<file path="src/rtl/bus_seq_pkg.sv">
// Shared types and helpers for the bus sequencer: slot kinds, sizing helpers
// and the round-robin picker used by the DMA arbiter.
package bus_seq_pkg;

  localparam int MAX_REQ = 16;
  localparam int REQ_W   = $clog2(MAX_REQ);

  typedef enum logic [1:0] {SLOT_VIDEO, SLOT_DMA, SLOT_CPU} slot_e;

  function automatic int cpu_len(input int cycle_len, input int video_len, input int dma_len);
    return cycle_len - video_len - dma_len;
  endfunction

  function automatic int cnt_w(input int cycle_len);
    return (cycle_len > 1) ? $clog2(cycle_len) : 1;
  endfunction

  // First eligible index at or after rr_ptr, wrapping at num_req; one-hot, zero if none.
  function automatic logic [MAX_REQ-1:0] rr_pick(input logic [MAX_REQ-1:0] eligible,
                                                 input int rr_ptr, input int num_req);
    logic [MAX_REQ-1:0] pick;
    int idx;
    pick = '0;
    for (int k = 0; k < MAX_REQ; k++) begin
      idx = rr_ptr + k;
      if (idx >= num_req) idx = idx - num_req;
      if (k < num_req && pick == '0 && eligible[REQ_W'(idx)]) pick[REQ_W'(idx)] = 1'b1;
    end
    return pick;
  endfunction

endpackage

</file>
<file path="src/rtl/bus_sequencer_dma_arbiter.sv">
// DMA requester front end: request synchronisers, round-robin slot arbitration
// and the grant/ack registers of the 4-phase handshake.
module dma_arbiter
  import bus_seq_pkg::*;
#(
  parameter int NUM_REQ = 2
) (
  input  logic               clk16,
  input  logic               res_b,
  input  logic [NUM_REQ-1:0] dma_req,
  input  logic               slot_start,
  input  logic               slot_end,
  output logic [NUM_REQ-1:0] dma_grant,
  output logic [NUM_REQ-1:0] grant_next,
  output logic [NUM_REQ-1:0] dma_ack
);

  localparam int PTR_W = (NUM_REQ > 1) ? $clog2(NUM_REQ) : 1;

  logic [NUM_REQ-1:0] sync_q, req_s_q, grant_q, grant_d, ack_q, ack_d, eligible;
  logic [MAX_REQ-1:0] pick;
  logic [PTR_W-1:0]   rr_ptr_q, rr_ptr_d;

  always_comb begin
    // NOTE: every signal written here gets a default first, so no path can infer a latch.
    grant_d  = grant_q;
    rr_ptr_d = rr_ptr_q;
    // The current owner is excluded so a back-to-back slot cannot go to it before its ack.
    eligible = req_s_q & ~ack_q & ~grant_q;
    pick     = rr_pick(MAX_REQ'(eligible), int'(rr_ptr_q), NUM_REQ);
    if (slot_start) begin
      grant_d = pick[NUM_REQ-1:0];
      for (int i = 0; i < NUM_REQ; i++)
        if (pick[i]) rr_ptr_d = PTR_W'((i + 1) % NUM_REQ);
    end else if (slot_end) begin
      grant_d = '0;
    end
    for (int i = 0; i < NUM_REQ; i++)
      ack_d[i] = ack_q[i] ? req_s_q[i] : (slot_end & grant_q[i]);
  end

  // NOTE: sequential state uses non-blocking assignments so every flop samples pre-edge values.
  always_ff @(posedge clk16 or negedge res_b) begin
    if (!res_b) begin
      sync_q   <= '0;
      req_s_q  <= '0;
      grant_q  <= '0;
      ack_q    <= '0;
      rr_ptr_q <= '0;
    end else begin
      sync_q   <= dma_req;
      req_s_q  <= sync_q;
      grant_q  <= grant_d;
      ack_q    <= ack_d;
      rr_ptr_q <= rr_ptr_d;
    end
  end

  assign dma_grant  = grant_q;
  assign grant_next = grant_d;
  assign dma_ack    = ack_q;

endmodule

</file>
<file path="src/rtl/bus_sequencer.sv">
// Bus cycle sequencer: divides clk16 into video, DMA and CPU slots and drives the
// registered slot selects and strobes; DMA ownership comes from dma_arbiter.
module bus_sequencer
  import bus_seq_pkg::*;
#(
  parameter int CYCLE_LEN  = 16,
  parameter int VIDEO_LEN  = 4,
  parameter int DMA_LEN    = 4,
  parameter int DMA_STROBE = 2,
  parameter int NUM_REQ    = 2
) (
  input  logic               clk16,
  input  logic               res_b,
  input  logic               cpu_halt,
  input  logic [NUM_REQ-1:0] dma_req,
  output logic [NUM_REQ-1:0] dma_ack,
  output logic [NUM_REQ-1:0] dma_grant,
  output logic               dma_select,
  output logic               dma_strobe,
  output logic               video_select,
  output logic               video_ram_strobe,
  output logic               video_rom_strobe,
  output logic               cpu_select,
  output logic               phi2,
  output logic               clk8,
  output logic               cycle_start
);

  localparam int CPU_LEN = cpu_len(CYCLE_LEN, VIDEO_LEN, DMA_LEN);
  localparam int CNT_W   = cnt_w(CYCLE_LEN);
  localparam int DMA_END = VIDEO_LEN + DMA_LEN;

  generate
    if (VIDEO_LEN < 2 || VIDEO_LEN % 2 != 0) begin : g_bad_video
      $error("bus_sequencer: VIDEO_LEN must be even and >= 2");
    end
    if (DMA_STROBE < 1 || DMA_STROBE > DMA_LEN) begin : g_bad_strobe
      $error("bus_sequencer: DMA_STROBE must be in 1..DMA_LEN");
    end
    if (CPU_LEN < 2 || CPU_LEN % 2 != 0 || CPU_LEN % DMA_LEN != 0) begin : g_bad_cpu
      $error("bus_sequencer: CPU_LEN must be >= 2, even and a multiple of DMA_LEN");
    end
    if (NUM_REQ < 1 || NUM_REQ > MAX_REQ) begin : g_bad_req
      $error("bus_sequencer: NUM_REQ out of range");
    end
  endgenerate

  logic [CNT_W-1:0]   cnt_q, cnt_d;
  logic               halt_q, halt_d;
  slot_e              slot_d;
  int                 cnt_i, nxt_i;
  logic               slot_start, slot_end;
  logic [NUM_REQ-1:0] grant_next;

  logic video_select_d, video_ram_strobe_d, video_rom_strobe_d, cpu_select_d;
  logic phi2_d, clk8_d, cycle_start_d, dma_select_d, dma_strobe_d;
  logic video_select_q, video_ram_strobe_q, video_rom_strobe_q, cpu_select_q;
  logic phi2_q, clk8_q, cycle_start_q, dma_select_q, dma_strobe_q;

  // Outputs are decoded from the next count so that each register shows the slot of its own clock.
  always_comb begin
    cnt_i  = int'(cnt_q);
    cnt_d  = (cnt_i == CYCLE_LEN - 1) ? '0 : cnt_q + CNT_W'(1);
    nxt_i  = int'(cnt_d);
    halt_d = (cnt_i == DMA_END - 1) ? cpu_halt : halt_q;

    if (nxt_i < VIDEO_LEN)                 slot_d = SLOT_VIDEO;
    else if (nxt_i < DMA_END || halt_d)    slot_d = SLOT_DMA;
    else                                   slot_d = SLOT_CPU;

    slot_start = (slot_d == SLOT_DMA) && ((nxt_i - VIDEO_LEN) % DMA_LEN == 0);
    slot_end   = (cnt_i >= VIDEO_LEN) && ((cnt_i - VIDEO_LEN) % DMA_LEN == DMA_LEN - 1) &&
                 (cnt_i < DMA_END || halt_q);

    video_select_d     = (slot_d == SLOT_VIDEO);
    video_ram_strobe_d = (nxt_i == VIDEO_LEN / 2 - 1);
    video_rom_strobe_d = (nxt_i == VIDEO_LEN - 1);
    cpu_select_d       = (slot_d == SLOT_CPU);
    phi2_d             = (nxt_i >= CYCLE_LEN - CPU_LEN / 2);
    clk8_d             = ~cnt_d[0];
    cycle_start_d      = (nxt_i == 0);
    dma_select_d       = |grant_next;
    dma_strobe_d       = dma_select_d && ((nxt_i - VIDEO_LEN) % DMA_LEN >= DMA_LEN - DMA_STROBE);
  end

  always_ff @(posedge clk16 or negedge res_b) begin
    if (!res_b) begin
      cnt_q              <= CNT_W'(CYCLE_LEN - 1);
      halt_q             <= 1'b0;
      video_select_q     <= 1'b0;
      video_ram_strobe_q <= 1'b0;
      video_rom_strobe_q <= 1'b0;
      cpu_select_q       <= 1'b0;
      phi2_q             <= 1'b0;
      clk8_q             <= 1'b0;
      cycle_start_q      <= 1'b0;
      dma_select_q       <= 1'b0;
      dma_strobe_q       <= 1'b0;
    end else begin
      cnt_q              <= cnt_d;
      halt_q             <= halt_d;
      video_select_q     <= video_select_d;
      video_ram_strobe_q <= video_ram_strobe_d;
      video_rom_strobe_q <= video_rom_strobe_d;
      cpu_select_q       <= cpu_select_d;
      phi2_q             <= phi2_d;
      clk8_q             <= clk8_d;
      cycle_start_q      <= cycle_start_d;
      dma_select_q       <= dma_select_d;
      dma_strobe_q       <= dma_strobe_d;
    end
  end

  dma_arbiter #(.NUM_REQ(NUM_REQ)) u_arb (
    .clk16      (clk16),
    .res_b      (res_b),
    .dma_req    (dma_req),
    .slot_start (slot_start),
    .slot_end   (slot_end),
    .dma_grant  (dma_grant),
    .grant_next (grant_next),
    .dma_ack    (dma_ack)
  );

  assign video_select     = video_select_q;
  assign video_ram_strobe = video_ram_strobe_q;
  assign video_rom_strobe = video_rom_strobe_q;
  assign cpu_select       = cpu_select_q;
  assign phi2             = phi2_q;
  assign clk8             = clk8_q;
  assign cycle_start      = cycle_start_q;
  assign dma_select       = dma_select_q;
  assign dma_strobe       = dma_strobe_q;

endmodule
</file>
<file path="config.mk">
export PLATFORM = sky130hd
export DESIGN_NAME = bus_sequencer
export DESIGN_NICKNAME = d
export VERILOG_FILES = /design/src/rtl/bus_seq_pkg.sv /design/src/rtl/bus_sequencer_dma_arbiter.sv /design/src/rtl/bus_sequencer.sv
export SDC_FILE = /design/constraint.sdc
export NUM_CORES = 1
export LEC_CHECK = 0
export ABC_CLOCK_PERIOD_IN_PS = 2800
export CAP_MARGIN = 15
export CORE_MARGIN = 1.5
export CORE_UTILIZATION = 35
export DETAILED_ROUTE_END_ITERATION = 8
export PLACE_DENSITY = 0.64
export SLEW_MARGIN = 30
export SYNTH_ARGS = -nofsm -noshare
export SYNTH_HDL_FRONTEND = slang
export SYNTH_HIERARCHICAL = 1
export SYNTH_SLANG_ARGS = --single-unit
</file>
<file path="constraint.sdc">
create_clock -name clk16 -period 2.8 [get_ports clk16]
set_input_delay 0.84 -clock clk16 [delete_from_list [all_inputs] [get_ports clk16]]
set_output_delay 0.84 -clock clk16 [all_outputs]
set_load 0.005 [all_outputs]
</file>
# After elaboration in Yosys (flattened, before gate mapping)
# Cells that the tools add are included.
[word_totals]
word_cells = 93
reg_bits = 23
latch_bits = 0
rom_bits = 0
ramBits = 0
memories = 0
[op_classes]
div = 0
eq_ne = 7
reduce_logical = 18
add_sub_neg = 6
n_lt_le_gt_ge = 12
n_mux = 24
bitwise = 10
shift = 0
n_mul = 0
[ops]
columns = ["operator", "n"]
rows = [
  ["greater-or-equal comparator 32 x 3 -> 1 bit, second input constant", 1],
  ["zero test 32 bit", 1],
  ["zero test 16 bit", 1],
  ["2-to-1 mux 16 bit", 1],
  ["less-than comparator 4 x 6 -> 1 bit, second input constant", 2],
  ["2-to-1 mux 4 bit", 3],
  ["2-to-1 mux 1 bit", 11],
  ["2-to-1 mux 2 bit", 5],
  ["subtractor 4 x 3 -> 5 bit, second input constant", 2],
  ["binary-select mux 1 bit (select 4 bit)", 2],
  ["demux 1 bit (select 4 bit)", 2],
  ["greater-or-equal comparator 4 x 1 -> 1 bit, second input constant", 2],
  ["less-than comparator 4 bit, second input constant", 2],
  ["logical AND 1 bit", 7],
  ["OR reduction 2 bit", 3],
  ["adder 4 x 1 -> 4 bit, second input constant", 1],
  ["bitwise AND 1 bit", 4],
  ["bitwise AND 2 bit", 2],
  ["equality test 4 x 1 -> 1 bit, second input constant", 1],
  ["equality test 4 x 2 -> 1 bit, second input constant", 1],
  ["equality test 4 x 3 -> 1 bit, second input constant", 1],
  ["equality test 4 bit, second input constant", 1],
  ["greater-or-equal comparator 4 x 3 -> 1 bit, second input constant", 1],
  ["greater-or-equal comparator 4 bit, second input constant", 1],
  ["other kinds (17)", 19],
]

# Logic depth before layout (Yosys ltp)
# Gate-level depths: netlist of the first run.
[depth]
ltp_word = 13
ltp_mapped = 8
ltp_nobuf = 7

# Modules after synthesis
# Netlist of the first run, hierarchy kept.
[by_module_without_submodules]
columns = ["mod", "cells_each", "area_each_um2", "instances"]
rows = [
  ["bus_sequencer", 54, 683.2, 1],
  ["dma_arbiter", 23, 322.8, 1],
]

# Worst setup path after synthesis of the first run
# Ideal clock, no wire load.
[synth_path]
path_type = "in2reg"
from = "input cpu_halt"
to = "register dma_strobe_q, in the netlist dma_strobe"
setup_ps = 120
arrival_ps = 1887
cell_stages = 7
setup_slack_ps = 793
path_buffers = 0
cell_sequence = "inv_1 o22ai_1 and2_1 nor4bb_1 a22o_1 or2_2 o211a_1"
[synth_via]
elab_chain_cells = 9
[synth_lines]
columns = ["element", "line_no", "source"]
rows = [
  ["start, declared", "bus_sequencer.sv:14", "input logic cpu_halt,"],
  ["2-to-1 mux 1 bit", "bus_sequencer.sv:65", "halt_d = (cnt_i == DMA_END - 1) ? cpu_halt : halt_q;"],
  ["logical OR 1 bit", "bus_sequencer.sv:68", "else if (nxt_i < DMA_END || halt_d) slot_d = SLOT_DMA;"],
  ["2-to-1 mux 2 bit", "bus_sequencer.sv:68", ""],
  ["2-to-1 mux 2 bit", "bus_sequencer.sv:67", "if (nxt_i < VIDEO_LEN) slot_d = SLOT_VIDEO;"],
  ["equality test 2 x 1 -> 1 bit", "bus_sequencer.sv:71", "slot_start = (slot_d == SLOT_DMA) && ((nxt_i - VIDEO_LEN) % DMA_LEN == 0);"],
  ["logical AND 1 bit", "bus_sequencer.sv:71", ""],
  ["via slot_start", "bus_sequencer.sv:52", "logic slot_start, slot_end;"],
  ["2-to-1 mux 2 bit", "bus_sequencer_dma_arbiter.sv:31", "if (slot_start) begin"],
  ["via grant_next[1]", "bus_sequencer.sv:53", "logic [NUM_REQ-1:0] grant_next;"],
  ["OR reduction 2 bit", "bus_sequencer.sv:82", "dma_select_d = |grant_next;"],
  ["via dma_select_d", "bus_sequencer.sv:56", "logic phi2_d, clk8_d, cycle_start_d, dma_select_d, dma_strobe_d;"],
  ["logical AND 1 bit", "bus_sequencer.sv:83", "dma_strobe_d = dma_select_d && ((nxt_i - VIDEO_LEN) % DMA_LEN >= DMA_LEN - DMA_STROBE);"],
  ["via dma_strobe_d", "bus_sequencer.sv:56", ""],
  ["end signal, assigned", "bus_sequencer.sv:110", "dma_strobe_q <= dma_strobe_d;"],
  ["end, declared", "bus_sequencer.sv:58", "logic phi2_q, clk8_q, cycle_start_q, dma_select_q, dma_strobe_q;"],
]
# The timed path passes the listed nets, and every way through them passes these cells.
# A chain may end at the register's enable or synchronous reset.

# Worst setup path in the final report of the first run
# Ends and elaborated chain as after synthesis.

==> flow_summary.ini, run 1 <==
[critical_path]
path_class = input port to register
crit_chain = clkdlybuf4s50_1, inv_1, o22ai_1, and2_1, nor4bb_1, a22o_1, or2_2, o211a_1
path_max_fanout = 3
critPathSlowestCell = clkdlybuf4s50_1
end_kind = register
cp.arrival_ps = 2520
startpoint_type = input port
max_stage_delay_ps = 470
worst_ep_required_time_ps = 3060

[clocking]
cts_tree = done
cts_resized = 0
htreeDepth = 1
cts_made_buffers = 3
cts_hold_buffers = 0
clock_latency_ps = 310
post_cts_buffers = 0
clkSlewWorstSetupHoldPaths_ps = 120
clockRootBuffer = clkbuf_4
clk_path_buf_depth = 2
clock-sinks = 23

[yosys]
ys.flop_type = dfrtp_1
synth_edf_count = 0
synth_cells = 77
netlist_area_mm2 = 0.00101
syn_area_per_cell_um2 = 13.1
synth_fp_nets = 86
seq_area_frac_synth_pct = 57.7
ys_warn_count = 6
synth.distinct_cells = 34
async_flop_share_pct = 100
yosys_register_bits = 23

[power]
power.density_mw_per_mm2 = 440
p_leak_nw = 0.598
ir_drop_v = 0.000288

[worst_hold_path]
hold_path.class = register to register

[final_layout]
layout-drive-gt1-share_pct = 18.8
final_nets = 106
ff_latch_area_um2 = 581
design_area_mm2 = 0.00122
fillers = 258
synthToLayoutAreaGrowth_pct = 20.9
finalNonFillerCells = 127
multiInputGateArea_um2 = 373
n_antenna_cell = 0

[job]
drv_cap = 0

[sta]
worst_slack_ps = 547
tightestPinTransition_ps = 391
relSlewSlack_pct = 74.0
max_clock_freq_mhz = 444
post-route-min-period_ps = 2250
finalMaxSlewViolations = 0
hold_viol = 0
finalSetupViolations = 0
setup_tns_ps = 0
min_period_over_period_pct = 80.5
clock_skew_ps = 5.47
hold_slack_ps = 362
grt_setup_unrepaired = false

[floorplanning]
die_area_mm2 = 0.00320
io_pins = 18
num_rows = 19
die_h_um = 56.6
die_width_um = 56.6
start_util_pct = 36.8
core_area_mm2 = 0.00273

[drt]
drt_iter0_drc = 11
drc = 0
routed_wl_mm = 1.55
ant_nets = 0
routed_via_density = 4.84
post_drt_wl_per_cell_um = 12.2
vias = 615
drtPass1Iterations = 4

[grt]
antenna_found_initial = 0
grt_first_pass_wirelength_mm = 2.89
grt.overflow.total = 0
grtUsageTotal_pct = 11.5
grt_max_degree = 24
grt_pass1_vias = 650

[placed_design]
gp_congestion = 0.740
hpwl_mm = 1.14
pre_cts_slack_ps = 220
port_buffers = 17
dp.cells = 123
placed_cell_area_mm2 = 0.00119

[status]
status = completed
==> power breakdown <==
group | switching (mW) | leakage [nW] | internal (mW)
registers | 0.00796 | 0.282 | 0.343
logic | 0.0123 | 0.298 | 0.0212
clock network | 0.0974 | 0.0177 | 0.0534
==> sequential cells by signal, indices dropped and copies added, names as in the netlist, 2 cells and up <==
name and count:
cnt_q 4, u_arb/dma_ack 2, u_arb/dma_grant 2, u_arb/req_s_q 2, u_arb/sync_q 2
==> path summary, 6_finish.rpt <==
check	from	endpoint	slack (ps)	cells past startpoint
setup reg to reg	cnt_q[1]$_DFF_PN1_	dma_strobe$_DFF_PN0_	650	6
max in group asynchronous	res_b	cnt_q[2]$_DFF_PN1_	1660	2
setup / recovery	cpu_halt	dma_strobe$_DFF_PN0_	550	8
min in group asynchronous	res_b	u_arb/dma_ack[0]$_DFF_PN0_	860	2
hold reg to reg	u_arb/sync_q[1]$_DFF_PN0_	u_arb/req_s_q[1]$_DFF_PN0_	360	0
hold / removal	u_arb/sync_q[1]$_DFF_PN0_	u_arb/req_s_q[1]$_DFF_PN0_	360	0
==> routing by layer <==
layer	vias to the layer above	global-route usage (%)	share of wire, %
met5	-	0	0
met4	0	6.12	1.9
met3	4	3.23	5.4
met2	14	17.3	43
met1	299	15.1	49
li1	298	-	-
==> synth_stat cells (2+ instances only) <==
cell type | count | share of area [%]
dfstp_2 | 4 | 10
ha_1 | 4 | 5.0
nor2b_1 | 4 | 2.5
or2_2 | 2 | 1.2
dfrtp_1 | 19 | 47
nor4bb_1 | 2 | 2.0
o22ai_1 | 2 | 1.2
inv_1 | 5 | 1.9
o21ai_0 | 2 | 1.0
buf_6 | 3 | 3.4
nand2_1 | 6 | 2.2
mux2i_1 | 2 | 2.0
==> cells by family (layout without fill, tap and decap cells) <==
family,after synthesis,in the layout,share of synthesized area (%)
AND/OR/NAND/NOR,26,26,18.0
AO/OA/AOI/OAI,11,11,8.83
buffers and inverters,8,27,5.22
flip-flops,23,23,57.7
XOR/XNOR,2,2,1.74
adder cells (fa/ha/maj),4,4,4.98
multiplexers,3,3,3.48
==> critical path: cells and delay by family <==
family	cells	cell delay (ps)
simple gates	3	670
buf+inv	2	520
compound gates	3	480
==> layout make-up <==
type | instances | area share, %
tap | 31 | 3.19
sequential | 23 | 47.7
clock inverter | 1 | 0.412
inverter | 5 | 1.54
multi-input combinational | 46 | 30.7
clock buffer | 3 | 1.85
timing repair buffer | 18 | 14.6
==> cell usage in the layout, fill, tap and decap left out, drive strengths merged, types with 3 or more instances in the layout <==
cell,count
ha,4
clkdlybuf4s50,17
nand2,6
dfstp,4
clkbuf,3
nor2b,4
inv,5
dfrtp,19
==> through the flow <==
stage	total power, mW	util [%]
floorplan	0.367	-
global placement	0.390	43.5
detailed placement	0.391	43.5
CTS	0.547	44.5
global route	0.565	44.5
finish	0.535	44.5
Note: power is estimated with default switching activity, not from simulation.
==> run 2: changes to the inputs <==
--- a/config.mk
+++ b/config.mk
@@ -5,12 +5,12 @@
 export SDC_FILE = /design/constraint.sdc
 export NUM_CORES = 1
 export LEC_CHECK = 0
-export ABC_CLOCK_PERIOD_IN_PS = 2800
+export ABC_CLOCK_PERIOD_IN_PS = 2050
 export CAP_MARGIN = 15
 export CORE_MARGIN = 1.5
 export CORE_UTILIZATION = 35
 export DETAILED_ROUTE_END_ITERATION = 8
-export PLACE_DENSITY = 0.64
+export PLACE_DENSITY = 0.66
 export SLEW_MARGIN = 30
 export SYNTH_ARGS = -nofsm -noshare
 export SYNTH_HDL_FRONTEND = slang
==> constraint.sdc (replaced) <==
create_clock -name clk16 -period 2.05 [get_ports clk16]
set_input_delay 0.615 -clock clk16 [delete_from_list [all_inputs] [get_ports clk16]]
set_output_delay 0.615 -clock clk16 [all_outputs]
set_load 0.005 [all_outputs]
==> run 2 against run 1 <==
Compared with the run above:
- die area is the same
- total power grew 36%
- clock skew grew 2.9 ps
- critical path type unchanged
- largest power group unchanged
==> flow_summary.ini, run 2 (same netlist as run 1, synthesis figures left out) <==
[sta]
min_period_over_period_pct = 96.5
finalMaxSlewViolations = 0
post-route-min-period_ps = 1980
clock_skew_ps = 8.39
max_clock_freq_mhz = 506
setup_tns_ps = 0
finalSetupViolations = 0
hold_viol = 0
hold_slack_ps = 361
tightestPinTransition_ps = 290
relSlewSlack_pct = 80.6
grt_setup_unrepaired = false

[clocking]
clock_latency_ps = 300
cts_hold_buffers = 0
cts_tree = done
clock-sinks = 23
cts_made_buffers = 3
clkSlewWorstSetupHoldPaths_ps = 130
clk_path_buf_depth = 2
post_cts_buffers = 0
htreeDepth = 1
clockRootBuffer = clkbuf_4
cts_resized = 1

[critical_path]
end_kind = register
startpoint_type = input port
crit_chain = clkdlybuf4s50_1, inv_1, o22ai_1, and2_1, nor4bb_4, a22o_1, or2_2, o211a_1
cp.arrival_ps = 2190
rrSetupSlack_ps = 90
crit_family = simple AND/OR/NAND/NOR gates
r2r_start = cnt_q[3]$_DFF_PN1_
rr_endpoint = dma_strobe$_DFF_PN0_
path_max_fanout = 3
path_class = input port to register
reg2regPathDepth = 7
critPathSlowestCell = clkdlybuf4s50_1
max_stage_delay_ps = 420
worst_ep_required_time_ps = 2260
critical_path_buf_inv_count = 2

[drt]
routed_via_density = 4.65
drtPass1Iterations = 4
drc = 0
vias = 604
ant_nets = 0
post_drt_wl_per_cell_um = 11.7
routed_wl_mm = 1.52
drt_iter0_drc = 6

[final_layout]
final_cell_mix = dfrtp_1 (19), clkdlybuf4s50_1 (17), nand2_1 (6), inv_1 (5)
final_nets = 109
synthToLayoutAreaGrowth_pct = 24.6
final_common_cell = dfrtp_1
layout-drive-gt1-share_pct = 22.2
n_antenna_cell = 0
top_register = cnt_q
largest_register_ffs = 4

[worst_hold_path]
whs_path_depth = 0
hold_path.class = register to register
hold_end = u_arb/req_s_q[0]$_DFF_PN0_
hp-start = u_arb/sync_q[0]$_DFF_PN0_

[floorplanning]
die_area_mm2 = 0.00320
die_h_um = 56.6
core_area_mm2 = 0.00273
io_pins = 18
die_width_um = 56.6
num_rows = 19
start_util_pct = 36.8

[placed_design]
hpwl_mm = 1.14
port_buffers = 17
gp_congestion = 0.767

[job]
drv_cap = 0

[grt]
grt.overflow.total = 0
grt_max_degree = 24
grt_first_pass_wirelength_mm = 2.61
antenna_found_initial = 0
grtUsageTotal_pct = 10.6
grt_pass1_vias = 601

[power]
ir_drop_v = 0.000407
power.density_mw_per_mm2 = 582
p_leak_nw = 0.616

[status]
status = completed
[run 2: worst max path at each step]
| stage | cells after the start | startpoint | to | slack (ps) |
|---|---|---|---|---|
| floorplan | 8 | cnt_q[3]$_DFF_PN1_ | dma_strobe$_DFF_PN0_ | 160 |
| detailed placement | 8 | cpu_halt | dma_strobe$_DFF_PN0_ | -350 |
| CTS | 8 | cpu_halt | dma_strobe$_DFF_PN0_ | 50 |
| finish | 8 | cpu_halt | dma_strobe$_DFF_PN0_ | 70 |
| global route | 7 | cnt_q[3]$_DFF_PN1_ | dma_strobe$_DFF_PN0_ | 10 |
| global placement | 8 | cpu_halt | dma_strobe$_DFF_PN0_ | -270 |
[run 2: metal layers]
metal	GRT usage, %	wire, µm	up-vias
li1	-	-	304
met1	13.9	752	286
met2	15.9	674	12
met3	3.23	78	2
met4	5.10	16	0
met5	0	0	-
[run 2: where the power goes]
part | switching (mW) | leakage [nW] | internal, mW
clock network | 0.131 | 0.0177 | 0.0726
registers | 0.0115 | 0.282 | 0.468
logic | 0.0167 | 0.316 | 0.0295
[run 2: through the flow]
| stage | std cells | area, µm² | util, % | power, mW | worst slack [ps] |
|---|---|---|---|---|---|
| after floorplan | 77 | 1010 | - | 0.501 | 155 |
| after global placement | 126 | 1210 | 44.3 | 0.533 | -267 |
| after detailed placement | 126 | 1210 | 44.3 | 0.534 | -352 |
| after CTS | 130 | 1240 | 45.5 | 0.742 | 50.7 |
| after global routing | 130 | 1250 | 45.9 | 0.766 | 9.61 |
| final | 130 | 1250 | 45.9 | 0.730 | 72.4 |
[run 2: worst reg2reg max path, delay by kind of cell (launching register included)]
family	cells	cell delay, ps
and+or+nand+nor	4	810
DFF	1	600
AOI/OAI and AO/OA	3	450
[run 2: layout make-up]
type	instances	area, µm²
Clock buffer	3	22.5
Multi-Input combinational cell	46	388
Fill cell	256	1480
Clock inverter	1	5.00
Inverter	5	18.8
Timing Repair Buffer	21	200
Tap cell	31	38.8
Sequential cell	23	581
==> run 3: changes to the inputs <==
--- a/config.mk
+++ b/config.mk
@@ -11,6 +11,7 @@
 export CORE_UTILIZATION = 35
 export DETAILED_ROUTE_END_ITERATION = 8
 export PLACE_DENSITY = 0.66
+export SKIP_CTS_REPAIR_TIMING = 1
 export SLEW_MARGIN = 30
 export SYNTH_ARGS = -nofsm -noshare
 export SYNTH_HDL_FRONTEND = slang
==> constraint.sdc (replaced) <==
create_clock -name clk16 -period 2.05 [get_ports clk16]
set_input_delay 0.615 -clock clk16 [delete_from_list [all_inputs] [get_ports clk16]]
set_output_delay 0.615 -clock clk16 [all_outputs]
set_load 0.02 [all_outputs]
==> run 3 against run 2 <==
Compared with the run above:
- via count up 0.83%
- routed wire length down 1.2%
- critical path depth down 7
- cell count unchanged
- combinational power up 14%
- flip-flop and latch count unchanged
- clock skew about the same
- maximum frequency down 0.67%
- clock power about the same
- die area unchanged
- count of clock-buffer cells in the layout unchanged
==> flow_summary.ini, run 3 (same netlist as run 1, synthesis figures left out) <==
[critical_path]
worst_ep_required_time_ps = 1430
startpoint_type = register
crit_chain = clkdlybuf4s50_1
path_max_fanout = 5
critical_path_buf_inv_count = 1
cp.arrival_ps = 1380
path_class = register to primary output
worstSetupStartpoint = u_arb/dma_grant[1]$_DFF_PN0_
max_stage_delay_ps = 630
end_kind = primary output
r2r_start = cnt_q[3]$_DFF_PN1_
critPathSlowestCell = clkdlybuf4s50_1
crit_family = buffers and inverters

[job]
drv_cap = 0

[grt]
grt_max_degree = 24
grt.overflow.total = 0
grt_pass1_vias = 605
grtUsageTotal_pct = 10.6
grt_first_pass_wirelength_mm = 2.61
antenna_found_initial = 0

[floorplanning]
die_area_mm2 = 0.00320
start_util_pct = 36.8
die_h_um = 56.6
core_area_mm2 = 0.00273
io_pins = 18
num_rows = 19
die_width_um = 56.6

[sta]
relSlewSlack_pct = 80.2
hold_slack_ps = 361
min_period_over_period_pct = 97.1
grt_setup_unrepaired = true
clock_skew_ps = 8.76
max_clock_freq_mhz = 502
finalSetupViolations = 0
tightestPinTransition_ps = 293
finalMaxSlewViolations = 0
hold_viol = 0
post-route-min-period_ps = 1990

[clocking]
htreeDepth = 1
clk_path_buf_depth = 2
cts_made_buffers = 3
clock_latency_ps = 300
clockRootBuffer = clkbuf_4
clkSlewWorstSetupHoldPaths_ps = 120
cts_tree = done
clock-sinks = 23

[final_layout]
final_cell_mix = dfrtp_1 (19), clkdlybuf4s50_1 (17), nand2_1 (6), inv_1 (5)
final_common_cell = dfrtp_1
synthToLayoutAreaGrowth_pct = 23.8
n_antenna_cell = 0
top_register = cnt_q
final_nets = 109
layout-drive-gt1-share_pct = 22.2
largest_register_ffs = 4
fillers = 259

[drt]
ant_nets = 0
post_drt_wl_per_cell_um = 11.6
routed_wl_mm = 1.50
drc = 0
vias = 609
drtPass1Iterations = 4
routed_via_density = 4.68
drt_iter0_drc = 6

[power]
internal_power_mw = 0.570
combPwrFrac_pct = 7.1
clock_power_share_pct = 27.8
power.density_mw_per_mm2 = 591
p_seq_share_pct = 65.1
swShare_pct = 22.5
p_leak_nw = 0.615
ir_drop_v = 0.000385
p_sw_mw = 0.165
p_total_mw = 0.736

[placed_design]
gp_congestion = 0.767
port_buffers = 17
hpwl_mm = 1.14

[worst_hold_path]
hold_path.class = register to register
hp-start = u_arb/sync_q[0]$_DFF_PN0_

[status]
status = completed
-- run 3: cell counts in the layout (fill, tap and decap cells not counted) --
Identical to the previous run, type by type.
-- run 3: cell type report --
class / count / area [µm²] / area share, %
clock inverter: 1 / 5.00 / 0.402
sequential: 23 / 581 / 46.6
clock buffer: 3 / 22.5 / 1.81
tap: 31 / 38.8 / 3.12
multi-input combinational: 46 / 379 / 30.5
inverter: 5 / 18.8 / 1.51
timing repair buffer: 21 / 200 / 16.1
-- run 3: worst paths after layout --
| path | endpoint | slack [ps] | cells after the start |
|---|---|---|---|
| max | dma_grant[1] | 60 | 1 |
| min | u_arb/req_s_q[0]$_DFF_PN0_ | 360 | 0 |
| max in group asynchronous | cnt_q[2]$_DFF_PN1_ | 1130 | 2 |
| min in group asynchronous | clk8$_DFF_PN0_ | 640 | 2 |
| min reg2reg | u_arb/req_s_q[0]$_DFF_PN0_ | 360 | 0 |
| max reg2reg | dma_strobe$_DFF_PN0_ | 90 | 7 |
-- run 3: metrics by stage --
step	area [µm²]	instances	worst slack, ps	setup TNS [ps]	utilization, %
3_3_place_gp	1210	126	-267	-447	44.3
6_report	1240	130	59.1	0	45.5
4_1_cts	1240	130	-16.8	-16.8	45.3
3_5_place_dp	1210	126	-352	-785	44.3
5_1_grt	1240	130	-1.61	-1.61	45.5
2_1_floorplan	1010	77	146	0	-
-- run 3: metal layers --
layer,vias to the layer above,part of all wire (%),track usage [%]
met5,-,0,0
met4,0,1.1,5.10
met3,2,5.2,3.23
met2,12,44,16.1
met1,292,49,13.8
li1,303,-,-
-- run 3: worst register-to-register path, stage by stage, from the launching register on --
cell and delay [ps]:
dfstp_2 600, nand3b_1 160, o22ai_1 80, and2_1 180, nor4bb_2 180, a22o_1 240
or2_2 300, o211a_1 130
-- run 3: power by group through the flow --
stage,clock network (mW),registers (mW),logic [mW]
floorplan,0,0.492,0.0154
global placement,0,0.486,0.0531
detailed placement,0,0.487,0.0539
CTS,0.215,0.479,0.0540
global route,0.233,0.481,0.0570
finish,0.204,0.479,0.0526
